<file path="config.mk">
export PLATFORM = sky130hd
export DESIGN_NAME = clock_prog_ctrl
export DESIGN_NICKNAME = d
export VERILOG_FILES = /design/src/rtl/clock_prog_ctrl.sv
export SDC_FILE = /design/constraint.sdc
export NUM_CORES = 1
export LEC_CHECK = 0
export CORE_MARGIN = 8
export CORE_UTILIZATION = 46
export DETAILED_ROUTE_END_ITERATION = 7
export PLACE_DENSITY = 0.86
export SETUP_SLACK_MARGIN = 0.15
export SLEW_MARGIN = 10
export SYNTH_ARGS = -nofsm -noshare
export SYNTH_HDL_FRONTEND = slang
export SYNTH_SLANG_ARGS = --single-unit
export TNS_END_PERCENT = 5
</file>
<file path="constraint.sdc">
create_clock -name ref_clk -period 6.53 [get_ports ref_clk]
set_clock_uncertainty 0.1 [all_clocks]
set_input_delay 0.653 -clock ref_clk [delete_from_list [all_inputs] [get_ports ref_clk]]
set_output_delay 0.653 -clock ref_clk [all_outputs]
set_load 0.03 [all_outputs]
</file>
<file path="src/rtl/clock_prog_ctrl.sv">
// rtl/clock_prog_ctrl.sv - two-requester sequencer and arbiter for the CLOCK generator
//
// Ports:
//   ref_clk, reset          clock and synchronous active-high reset
//   req[1:0]                per-requester programming request
//   cfg{0,1}_counter        requester target counter
//   cfg{0,1}_ref_counter    requester reference counter
//   cfg{0,1}_init           requester init value
//   ack[1:0], fail[1:0]     one-cycle result pulses for the owner
//   owner                   requester whose configuration is loaded
//   busy, locked            LOAD/WAIT and LOCKED indicators
//   relock_cnt              saturating count of automatic relocks
//   clk_resetn, clk_counter, clk_ref_counter, clk_init   drive CLOCK
//   clk_status              CLOCK status input
module clock_prog_ctrl #(
    parameter int         RST_CYCLES    = 16,
    parameter int         STABLE_CYCLES = 8,
    parameter int         LOCK_TIMEOUT  = 4096,
    parameter int         MAX_RETRY     = 2,
    parameter int         LOSS_CYCLES   = 4,
    parameter logic [2:0] LOCK_STATUS   = 3'b100
) (
    input  logic        ref_clk,
    input  logic        reset,
    input  logic [1:0]  req,
    input  logic [31:0] cfg0_counter,
    input  logic [31:0] cfg0_ref_counter,
    input  logic [8:0]  cfg0_init,
    input  logic [31:0] cfg1_counter,
    input  logic [31:0] cfg1_ref_counter,
    input  logic [8:0]  cfg1_init,
    output logic [1:0]  ack,
    output logic [1:0]  fail,
    output logic        owner,
    output logic        busy,
    output logic        locked,
    output logic [7:0]  relock_cnt,
    output logic        clk_resetn,
    output logic [31:0] clk_counter,
    output logic [31:0] clk_ref_counter,
    output logic [8:0]  clk_init,
    input  logic [2:0]  clk_status
);

    localparam logic [1:0] ST_IDLE   = 2'd0;
    localparam logic [1:0] ST_LOAD   = 2'd1;
    localparam logic [1:0] ST_WAIT   = 2'd2;
    localparam logic [1:0] ST_LOCKED = 2'd3;

    localparam int RW = $clog2(RST_CYCLES + 1);
    localparam int TW = $clog2(LOCK_TIMEOUT + 1);
    localparam int SW = $clog2(STABLE_CYCLES + 1);
    localparam int LW = $clog2(LOSS_CYCLES + 1);
    localparam int YW = $clog2(MAX_RETRY + 2);

    logic [1:0]    state;
    logic          last;
    logic          relock;      // current sequence is an automatic relock: success is silent
    logic [RW-1:0] rst_cnt;
    logic [TW-1:0] timer;
    logic [SW-1:0] stable_cnt;
    logic [LW-1:0] loss_cnt;
    logic [YW-1:0] retry_cnt;

    logic          status_ok;
    logic          grant;
    logic          grant_idx;
    logic [TW-1:0] timer_nxt;
    logic [SW-1:0] stable_nxt;
    logic [LW-1:0] loss_nxt;
    logic [1:0]    owner_mask;

    always_comb begin
        status_ok  = (clk_status == LOCK_STATUS);
        grant      = ((state == ST_IDLE) || (state == ST_LOCKED)) && (req != 2'b00);
        grant_idx  = 1'b0;
        case (req)
            2'b01:   grant_idx = 1'b0;
            2'b10:   grant_idx = 1'b1;
            2'b11:   grant_idx = ~last;
            default: grant_idx = 1'b0;
        endcase
        timer_nxt  = timer + TW'(1);
        stable_nxt = status_ok ? stable_cnt + SW'(1) : '0;
        loss_nxt   = status_ok ? '0 : loss_cnt + LW'(1);
        owner_mask = owner ? 2'b10 : 2'b01;
    end

    always_ff @(posedge ref_clk) begin
        if (reset) begin
            state           <= ST_IDLE;
            last            <= 1'b1;
            relock          <= 1'b0;
            rst_cnt         <= '0;
            timer           <= '0;
            stable_cnt      <= '0;
            loss_cnt        <= '0;
            retry_cnt       <= '0;
            ack             <= 2'b00;
            fail            <= 2'b00;
            owner           <= 1'b0;
            busy            <= 1'b0;
            locked          <= 1'b0;
            relock_cnt      <= 8'd0;
            clk_resetn      <= 1'b0;
            clk_counter     <= 32'd0;
            clk_ref_counter <= 32'd0;
            clk_init        <= 9'd0;
        end else begin
            ack  <= 2'b00;
            fail <= 2'b00;
            // A pending request outranks loss detection while locked.
            if (grant) begin
                state           <= ST_LOAD;
                owner           <= grant_idx;
                last            <= grant_idx;
                retry_cnt       <= '0;
                relock          <= 1'b0;
                rst_cnt         <= '0;
                busy            <= 1'b1;
                locked          <= 1'b0;
                clk_resetn      <= 1'b0;
                clk_counter     <= grant_idx ? cfg1_counter     : cfg0_counter;
                clk_ref_counter <= grant_idx ? cfg1_ref_counter : cfg0_ref_counter;
                clk_init        <= grant_idx ? cfg1_init        : cfg0_init;
            end else begin
                case (state)
                    ST_LOAD: begin
                        if (rst_cnt == RW'(RST_CYCLES - 1)) begin
                            state      <= ST_WAIT;
                            clk_resetn <= 1'b1;
                            timer      <= '0;
                            stable_cnt <= '0;
                        end else begin
                            rst_cnt <= rst_cnt + RW'(1);
                        end
                    end
                    ST_WAIT: begin
                        // Lock completion is tested first so it wins a tie with the timeout.
                        if (stable_nxt == SW'(STABLE_CYCLES)) begin
                            state    <= ST_LOCKED;
                            busy     <= 1'b0;
                            locked   <= 1'b1;
                            loss_cnt <= '0;
                            ack      <= relock ? 2'b00 : owner_mask;
                        end else if (timer_nxt == TW'(LOCK_TIMEOUT)) begin
                            clk_resetn <= 1'b0;
                            if (retry_cnt < YW'(MAX_RETRY)) begin
                                state     <= ST_LOAD;
                                retry_cnt <= retry_cnt + YW'(1);
                                rst_cnt   <= '0;
                            end else begin
                                state <= ST_IDLE;
                                busy  <= 1'b0;
                                fail  <= owner_mask;
                            end
                        end else begin
                            timer      <= timer_nxt;
                            stable_cnt <= stable_nxt;
                        end
                    end
                    ST_LOCKED: begin
                        if (loss_nxt == LW'(LOSS_CYCLES)) begin
                            state      <= ST_LOAD;
                            relock     <= 1'b1;
                            retry_cnt  <= '0;
                            rst_cnt    <= '0;
                            busy       <= 1'b1;
                            locked     <= 1'b0;
                            clk_resetn <= 1'b0;
                            if (relock_cnt != 8'hFF) begin
                                relock_cnt <= relock_cnt + 8'd1;
                            end
                        end else begin
                            loss_cnt <= loss_nxt;
                        end
                    end
                    default: ;
                endcase
            end
        end
    end

endmodule

</file>
==> flow_metrics.tcl <==
set metrics [dict create \
    fin_crit_ns 3.275 \
    routed_wl_mm 19.34 \
    grt_pass1_vias 5789 \
    switching_share_pct 38.74 \
    die-area_mm2 0.01607 \
    routabilityCongestion 0.8964 \
    drive_gt1_share_pct 4.988 \
    worstMarginPinSlew_ns 0.9747 \
    startpoint_type "input pin" \
    clockRootBuffer "clkbuf_16" \
    p_comb_share_pct 43.5 \
    crit_type "in2reg" \
    vias_per_cell 5.618 \
    crit_fanout 17 \
    syn-num-nets 792 \
    finalPower_w 0.003348 \
    synth_fa_ha_area_share_pct 2.217 \
    postCtsSetupBuffers 0 \
    fin_crit_sh_pct 50.15 \
    setup_ws_ns 3.255 \
    port_buffers 241 \
    grtUsageTotal_pct 23.49 \
    ios 242 \
    synth_top_family_by_area "simple AND/OR/NAND/NOR gates" \
    cts_tree "done" \
    synth_xor_area_share_pct 2.017 \
    antenna_found_initial 0 \
    p_per_area_mw_per_mm2 386.7 \
    numCtsBuffers 17 \
    clkLatencyLatePin_ns 0.41 \
    required_ns 6.77 \
    dpl.hpwl_mm 14.94 \
    synth_cell_type_count 54 \
    hold_violations 0 \
    irDropWorstVdd_v 0.0002178 \
    fmax_mhz 305.3 \
    cts-resized-gates 0 \
    htree_levels 4 \
    clkSinkCount 120 \
    endpoint "timer[4]" \
    cap_violations 0 \
    final_cell_mix "clkdlybuf4s50_1 (240), dfxtp_1 (120), nor2_1 (106)" \
    start_util_pct 46.99 \
    wl_per_cell_um 19.16 \
    path_clk_slew_ns 0.05 \
    ys.flop_type "dfxtp_1" \
    fill_cells 859 \
    rr_worst_depth 8 \
    ys_seq_area_share_pct 42.56 \
    rows 40 \
    grt_overflow 0 \
    p_seq_share_pct 30.7 \
    synth_area_mm2 0.005644 \
    die_h_um 126.8 \
    netlist_instances 629 \
    endpoint_kind "flip-flop" \
    r2r_slack_ns 3.42 \
    cp-startpoint "clk_status[2]" \
    holdBufCountCts 0 \
    area_delta_synth_final_pct 53.40 \
    drtIter0Drc 408 \
    nNetsFinal 1014 \
    drc 0 \
    ys_async_sr_fraction_pct 0 \
    seqCellArea_mm2 0.002402 \
    power_switching_w 0.001297 \
    hp-class "reg2reg" \
    coreArea_mm2 0.01201 \
    hold_depth 2 \
    synth_compound_area_share_pct 17.36 \
    cp_data_arrival_time_ns 3.52 \
    reg2reg_to "timer[4]" \
    ant_nets 0 \
    routed-via-count 5669 \
    diodes 0 \
    yosys-mux-area-fraction_pct 14.01 \
    rsz0062_at_grt "false" \
    synth_edf_count 0 \
    dieWidth_um 126.8 \
    grt_pass1_wl_mm 29.80 \
    ys_warn_count 0 \
    finalMaxSlewViolations 0 \
    yosys.area_share.simple_pct 17.91 \
    r2r-start "timer[0]" \
    leakage_nw 3.235 \
    setup_violations 0 \
    syn_avg_cell_area_um2 8.973 \
    maxSlewHeadroom_pct 34.87 \
    synth_seq_cells 120 \
    finalSetupTns_ns 0 \
    internal-power_w 0.002051 \
    dp_slack_ns 2.909 \
    grt_start_max_net_pins 102 \
    clock_path_buffers 2 \
    firstDrtPassIters 5 \
    multi_input_area_mm2 0.003039 \
    outcome "complete, no violations" \
    final_common_cell "clkdlybuf4s50_1" \
    pwr-share-clk_pct 25.8 \
]
stage by stage:
stage                     area, um2  std cells  hold WS (ns)  util (%)
after detailed placement       8115        979        0.3593     67.56
final                          8658       1009        0.3741     72.08
after global placement         8115        979        0.3481     67.56
after global routing           8658       1009        0.4051     72.08
after floorplan                5644        629        0.3233         -
after CTS                      8658       1009        0.3714     72.08
worst max-delay path, cell delays in order:
cell and delay (ns):
clkdlybuf4s50_1 0.46, nor3b_1 0.42, nand4b_1 0.32, o21ai_0 0.69
o311a_1 0.70, a21oi_1 0.11, mux2i_1 0.15
cell families after synthesis:
family,count (synthesis)
AND/OR/NAND/NOR,211
XOR/XNOR,13
buffers and inverters,55
AO/OA/AOI/OAI,141
flip-flops,120
multiplexers,79
adder cells (fa/ha/maj),10
how the worst min path moves through the flow:
stage | startpoint | to | slack (ns)
6_report | rst_cnt[4] | rst_cnt[4] | 0.37
5_1_grt | relock | ack[0] | 0.41
4_1_cts | relock | ack[1] | 0.37
3_5_place_dp | relock | ack[1] | 0.36
3_3_place_gp | relock | ack[1] | 0.35
2_1_floorplan | relock | ack[1] | 0.32
sequential cells by signal (all words and copies together) (netlist names):
name	cells
rst_cnt	5
ack	2
last	1
locked	1
fail	2
clk_ref_counter	32
stable_cnt	4
owner	1
relock	1
clk_resetn	1
clk_counter	32
retry_cnt	2
clk_init	9
state	2
busy	1
relock_cnt	8
loss_cnt	3
timer	13
synthesized netlist by cell type (2+ instances only):
cell type / count / area, um2
dfxtp_1: 120 / 2402
nor2_1: 107 / 401.6
mux2i_1: 79 / 790.8
a211oi_1: 77 / 578.1
nand2_1: 30 / 112.6
clkbuf_1: 28 / 105.1
a21oi_1: 23 / 115.1
nand3_1: 17 / 85.08
inv_1: 12 / 45.04
ha_1: 10 / 125.1
o21ai_0: 10 / 50.05
buf_1: 8 / 30.03
nor3_1: 7 / 35.03
nor4_1: 7 / 43.79
o21ai_1: 7 / 35.03
xor2_1: 7 / 61.31
and3_1: 6 / 37.54
nand2b_1: 6 / 37.54
xnor2_1: 6 / 52.55
buf_2: 5 / 25.02
nand4_1: 5 / 31.28
a21o_1: 4 / 30.03
or3_1: 4 / 25.02
nand4b_1: 3 / 26.28
nor2b_1: 3 / 18.77
o31ai_1: 3 / 22.52
a221o_1: 2 / 20.02
a31oi_1: 2 / 12.51
and2_1: 2 / 12.51
and4_1: 2 / 17.52
o41ai_1: 2 / 17.52
or2_2: 2 / 12.51
or4_4: 2 / 22.52
area by class of cell:
class,count,area share (%)
clock buffers,27,5.809
clock inverters,3,0.4624
inverters,12,0.5202
multi-input cells,454,35.10
flip-flops and latches,120,27.75
well taps,147,2.124
repair buffers,246,28.24
metal layers:
metal | vias to the layer above | global-route usage [%] | wire [um]
met1 | 2625 | 23.99 | 7133
li1 | 2742 | - | -
met3 | 56 | 7.876 | 1537
met2 | 246 | 41.42 | 9916
met5 | - | 0 | 0
met4 | 0 | 13.30 | 748
power by group through the flow:
stage                     Clock, W  Combinational, W  Sequential [W]
final                     0.000862           0.00146         0.00103
after global routing      0.000909           0.00156         0.00105
after CTS                 0.000874           0.00146         0.00103
after floorplan                  0          0.000535         0.00136
after global placement           0           0.00142         0.00103
after detailed placement         0           0.00146         0.00104
Power figures use the tool's default switching activity.
